**src/rtl/sa_input_feeder.sv**
```systemverilog
// Systolic-array input feeder: streams SRAM rows into a diagonally
// skewed lane pipeline, with a one-entry skid buffer to absorb stalls.
module sa_input_feeder #(
  parameter int DIM    = 4,
  parameter int LANE_W = 4,
  parameter int ADDR_W = 10
) (
  input  logic                          clk,
  input  logic                          resetn,
  input  logic                          start,
  input  logic [ADDR_W-1:0]             base_addr,
  input  logic [ADDR_W-1:0]             row_count,
  input  logic                          stall,
  output logic                          sram_rd_en,
  output logic [ADDR_W-1:0]             sram_rd_addr,
  input  logic [DIM*LANE_W-1:0]         sram_rd_data,
  output logic [DIM-1:0][LANE_W-1:0]    feed_out,
  output logic [DIM-1:0]                feed_valid,
  output logic                          busy,
  output logic                          done
);

  typedef enum logic [1:0] {
    IDLE, READ, DRAIN, DONE
  } state_t;

  state_t                state;
  logic [ADDR_W-1:0]     base_q;
  logic [ADDR_W-1:0]     cnt_q;
  logic [ADDR_W-1:0]     issued;
  logic                  rd_pend;
  logic                  skid_v;
  logic [DIM*LANE_W-1:0] skid_d;
  logic                  in_v;
  logic [DIM*LANE_W-1:0] in_d;
  logic [DIM-1:0]        lane_busy;
  logic                  last_rd;

  assign sram_rd_en   = (state == READ) && !stall && !skid_v;
  assign sram_rd_addr = base_q + issued;
  assign last_rd      = issued == (cnt_q - ADDR_W'(1));

  // Skid data always wins stage 0 so rows stay in address order.
  assign in_v = !stall && (skid_v || rd_pend);
  assign in_d = !in_v ? '0 :
                skid_v ? skid_d : sram_rd_data;

  always_ff @(posedge clk or negedge resetn) begin
    if (!resetn) begin
      rd_pend <= 1'b0;
      skid_v  <= 1'b0;
      skid_d  <= '0;
    end else begin
      rd_pend <= sram_rd_en;
      if (stall && rd_pend) begin
        skid_v <= 1'b1;
        skid_d <= sram_rd_data;
      end else if (!stall) begin
        skid_v <= 1'b0;
      end
    end
  end

  for (genvar j = 0; j < DIM; j++) begin : g_lane
    logic [LANE_W-1:0] d [j+1];
    logic [j:0]        v;

    always_ff @(posedge clk or negedge resetn) begin
      if (!resetn) begin
        v <= '0;
        for (int k = 0; k <= j; k++) d[k] <= '0;
      end else if (!stall) begin
        v[0] <= in_v;
        d[0] <= in_d[j*LANE_W +: LANE_W];
        for (int k = 1; k <= j; k++) begin
          v[k] <= v[k-1];
          d[k] <= d[k-1];
        end
      end
    end

    assign feed_out[j]   = d[j];
    assign feed_valid[j] = v[j];
    assign lane_busy[j]  = |v;
  end

  always_ff @(posedge clk or negedge resetn) begin
    if (!resetn) begin
      state  <= IDLE;
      base_q <= '0;
      cnt_q  <= '0;
      issued <= '0;
      busy   <= 1'b0;
      done   <= 1'b0;
    end else if (!stall) begin
      case (state)
        IDLE: begin
          if (start) begin
            base_q <= base_addr;
            cnt_q  <= row_count;
            issued <= '0;
            busy   <= 1'b1;
            if (row_count == '0) begin
              state <= DONE;
              done  <= 1'b1;
            end else begin
              state <= READ;
            end
          end
        end
        READ: begin
          if (sram_rd_en) begin
            issued <= issued + ADDR_W'(1);
            if (last_rd) state <= DRAIN;
          end
        end
        DRAIN: begin
          if (!rd_pend && !skid_v && lane_busy == '0) begin
            state <= DONE;
            done  <= 1'b1;
          end
        end
        DONE: begin
          state <= IDLE;
          done  <= 1'b0;
          busy  <= 1'b0;
        end
        default: state <= IDLE;
      endcase
    end
  end

endmodule

```
**config.mk**
```make
export PLATFORM = sky130hd
export DESIGN_NAME = sa_input_feeder
export DESIGN_NICKNAME = d
export VERILOG_FILES = /design/src/rtl/sa_input_feeder.sv
export SDC_FILE = /design/constraint.sdc
export NUM_CORES = 1
export LEC_CHECK = 0
export CAP_MARGIN = 0
export CORE_ASPECT_RATIO = 0.9
export CORE_UTILIZATION = 40
export DETAILED_ROUTE_END_ITERATION = 12
export DONT_BUFFER_PORTS = 1
export SKIP_LAST_GASP = 1
export SYNTH_ARGS = -nofsm -noshare
export SYNTH_HDL_FRONTEND = slang
export SYNTH_SLANG_ARGS = --single-unit
```
**constraint.sdc**
```tcl
create_clock -name clk -period 4.6 [get_ports clk]
set_input_delay 0.92 -clock clk [delete_from_list [all_inputs] [get_ports clk]]
set_output_delay 0.92 -clock clk [all_outputs]
set_load 0.005 [all_outputs]
```
== Word-level counts from Yosys, hierarchy flattened ==
Index checks and enable logic that the tools add are counted.

* Mux-type cells: 19
* Equality and inequality tests: 10
* Bitwise logic cells: 1
* Add/subtract/negate cells: 3
* Reductions and logical operators: 24

{| class="wikitable"
|+ Operators by type and width
! kind !! number
|-
| $mux W16 || 2
|-
| $mux W10 || 2
|-
| $pmux W10 S2 || 1
|-
| $add A10 B1 Y10 const B || 1
|-
| $add A10 B10 Y10 || 1
|-
| $eq A10 B10 Y1 || 1
|-
| $logic_not A10 Y1 || 1
|-
| $mux W2 || 5
|-
| $ne A2 B2 Y1 const B || 5
|-
| $reduce_and A5 Y1 || 2
|-
| $sub A10 B1 Y10 const B || 1
|-
| $pmux W2 S4 || 1
|-
| $logic_and A1 B1 Y1 || 6
|-
| $mux W1 || 6
|-
| $reduce_and A3 Y1 || 2
|-
| $eq A2 B2 Y1 const B || 2
|-
| $logic_not A4 Y1 || 1
|-
| $reduce_and A4 Y1 || 1
|-
| $reduce_bool A2 Y1 || 2
|-
| $reduce_or A4 Y1 || 1
|-
| $logic_not A1 Y1 || 3
|-
| $pmux W1 S3 || 1
|-
| $reduce_bool A3 Y1 || 1
|-
| $reduce_or A3 Y1 || 1
|-
| other kinds (7) || 7
|}

* Output and inout bits: 33
* Logic and storage cells: 80
* Register bits: 102
* Input port bits: 40

== Longest topological paths before layout ==
* Depth after elaboration: 5
* Depth in mapped cells: 9
* Gate-level depth less buffers: 9

== Worst setup path after synthesis ==
Ideal clock, no wire load.

* Path type: reg2out
* From: register issued[1]
* To: output sram_rd_addr[9]
* Slack: 1.775 ns
* Stages on the path, launching flop included: 8
* Data arrival time: 1.905 ns
* Required time: 3.680 ns
* Path through: dfrtp_1 > ha_1 > a21o_1 > a21oi_1 > o21ai_1 > or4_1 > and3_1 > a211oi_1

* Longest elaborated chain between the ends: 1

{| class="wikitable"
|+ Ends and longest elaborated chain
! element !! line !! source
|-
| from (decl) || 30 || <nowiki>logic [ADDR_W-1:0] issued;</nowiki>
|-
| from (signal assigned) || 113 || <nowiki>issued <= issued + ADDR_W'(1);</nowiki>
|-
| $add A10 B10 Y10 || 40 || <nowiki>assign sram_rd_addr = base_q + issued;</nowiki>
|-
| to (decl) || 15 || <nowiki>output logic [ADDR_W-1:0] sram_rd_addr,</nowiki>
|}

No other way between the ends.

== Final worst setup path ==
* From: register issued[0]
* To: output sram_rd_addr[8]

Same word-level chain as after synthesis.

==> results.md <==
- Outcome: finished clean
- Worst-case clock skew: 0.00838 ns
- Synth top area cells: dfrtp_1 (50%), mux2_2 (15%), ha_1 (3.9%), o21ai_0 (2.6%), a22oi_1 (2.5%)
- Die area: 12500 um2
- TNS Setup: 0 ns
- Post-synthesis cell type count: 56
- Final total power: 0.00324 W
- CTS tree: built
- Synth Instances: 425
- Total CTS buffers: 9
- Kind of cell adding the most delay to the critical path: compound AO/OA/AOI/OAI gates
- Post-synthesis mux area share: 0.147
- Vias in the first global route: 3123
- Commonest non-fill, non-tap cell in the layout: dfrtp_1
- Core Rows: 37
- FMAX: 0.281 GHz
- Sequential power share: 0.435
- Minimum clock period: 3.56 ns
- RSZ-0062 raised after global routing: false
- Area growth from synthesis to layout: 7.81%
- Initial antenna violation count: 0
- CP required: 3.68 ns
- Post-synth EDFFs: 0
- Pre-CTS WS: 1.45 ns
- PortBufs: 0
- Fillers: 1112
- Avg Inst Size Synth: 11.3 um2
- Crit path max fanout: 7
- Synth top area share: 0.498
- Peak VDD IR: 0.300 mV
- Vias: 3094
- Post-synthesis cell area: 4820 um2
- CP cell instances: ha_1, inv_1, fa_1, nor2b_1, o21ai_0, a21boi_0, o21ai_0, a21oi_1, xor2_1
- Crit Path Category: register to output pin
- Post-synthesis simple-gate area fraction: 0.119
- Number of antenna diodes: 0
- Post-Synth Adder-Cell Area: 0.0431
- Buffers & Inverters on Critical Path: 1
- Nets: 465
- Syn_nets: 481
- CTS Hold Bufs: 0
- H-tree levels: 3
- Setup WS post-layout: 1.04 ns
- Initial drt markers: 150
- CTS root buf: clkbuf_16
- Synthesis warning total: 0
- Crit path DAT: 2.64 ns
- CP max stage delay: 0.49 ns
- Io pins: 73
- CP max stage cell: dfrtp_1
- Crit path capture type: output pin
- Leading cell types in the layout, fill and taps excluded: dfrtp_1 (96), mux2_2 (63), nand2_1 (32)
- Post-CTS resize count: 0
- Fin crit share: 0.774
- Final setup violation count: 0
- Synth Flop Type: dfrtp_1
- Sw frac: 0.334
- Gr ovfl total: 0
- Internal cell power: 0.00216 W
- Worst-Skew Late Latency: 0.36 ns
- Residual DRC: 0
- Dominant cell type by area after synthesis: dfrtp_1
- Final wirelength: 9210 um
- Worst Tran Pin Value: 0.950 ns
- Routed len/inst: 16.2 um
- Hold slack: 0.257 ns
- Longest Clk Path Bufs: 2
- Starting Density: 0.416
- RePlAce Congestion: 0.810
- Critical path launch point type: register
- First-pass GRT wire length: 15500 um
- Main combinational cell family by area after synthesis: multiplexers
- Post-DR vias/cell: 5.43
- Die W: 118 um
- Sequential share of the synthesized area: 0.498
- Most numerous cell on the critical path: o21ai_0
- Hold Path Class: input port to async pin
- FF+latch count, synth: 96
- Slew headroom: 0.366
- Post-route core utilization: 0.449
- Net Sw Power: 0.00108 W
- Hold Violations, Final: 0
- Gr usage total: 0.161
- Detail Route Antenna Nets: 0
- Core Area: 11600 um2
- Clk sinks: 96
- Xor/xnor share of the synthesized area: 0.0436
- Power Dens Cells: 623 nW/um2
- Hpwl dp: 6320 um
- Layout cells sized above 1: 0.227
- Die H: 106 um
- Largest net degree at the start of global routing: 97
- Post-synthesis compound-gate area fraction: 0.106
- Max-Cap Viols: 0
- Clk pin slew, worst setup/hold paths: 0.07 ns
- Post-CTS Setup Inserts: 0
- Static leakage: 2.31 nW
- Combinational Power Share: 0.311
- Clock share of power: 0.253
- First-pass DRT Iterations: 4
- Final Max Slew Viols: 0
- Async set or reset register ratio after synthesis: 1.00
-- per-stage QoR --
stage,instance area [um2],cells
after floorplan,4820,425
after global placement,4870,554
after detailed placement,4870,554
after CTS,5200,570
after global routing,5200,570
final,5200,570
-- cell families (layout without fill, tap and decap cells) --
logic type	after synthesis	in the layout
buffers and inverters	41	30
muxes	63	63
adders and majority gates	16	16
xor gates and xnor gates	24	24
DFF	96	96
and+or+nand+nor	109	109
AOI/OAI and AO/OA	76	76
-- synthesized netlist by cell type (2+ instances only) --
master    count
nor4_1        3
mux2_2       63
a311oi_1      2
a22oi_1      16
ha_1         15
o21ai_1       2
inv_1        12
a211oi_1      2
or2_2         4
dfrtp_1      96
buf_2         2
nor2b_1       6
o31ai_1       3
nand2_1      32
a21o_1        3
nand3b_1      3
and2_1        2
nand3_1       6
xor2_1       12
o211ai_1      2
buf_1         4
xnor2_1      12
and3_1        3
a21oi_1       8
clkbuf_1     10
or4_1         2
buf_4        13
nor3_2        2
nand4_1       5
o31a_1        2
nor3_1        7
o21ai_0      25
nor2_1       23
-- final timing paths --
check,from,endpoint,slack (ns),cells past startpoint
max,issued[0],sram_rd_addr[8],1.04,9
min,resetn,base_q[8],0.26,0
max reg2reg,state[1],state[1],2.18,8
min reg2reg,g_lane[1].d[4],g_lane[1].d[4],0.48,2
max in group asynchronous,resetn,base_q[1],4.15,0
min in group clk,g_lane[1].d[4],g_lane[1].d[4],0.48,2
-- flip-flops by register name, indices dropped and copies added, names as in the netlist --
signal,count
done,1
cnt_q,10
skid_v,1
state,2
rd_pend,1
feed_out,12
busy,1
issued,10
g_lane.v,4
g_lane.d,28
skid_d,16
base_q,10
-- final cells by class --
cell class                 count  area, um2  share of cell area
sequential                    96       2400               0.462
multi-input combinational    288       2210               0.426
clock buffer                   9        225              0.0433
tap                          156        195              0.0376
clock inverter                 7        101              0.0195
inverter                      12       45.0             0.00867
timing repair buffer           2       15.0             0.00289
-- per-layer routing --
metal  wire length [um]  GRT usage
met4                160     0.0668
met1               4270      0.203
met3                572     0.0671
met5                  0          0
met2               4210      0.243
-- power groups by stage --
stage / Combinational, W / Sequential, W / Clock, W
after floorplan: 0.000921 / 0.00133 / 0
after global placement: 0.000975 / 0.00141 / 0
after detailed placement: 0.00101 / 0.00143 / 0
after CTS: 0.00102 / 0.00142 / 0.000848
after global routing: 0.00113 / 0.00146 / 0.000881
final: 0.00101 / 0.00141 / 0.000820
No activity file was read; power rests on OpenSTA's default activity.
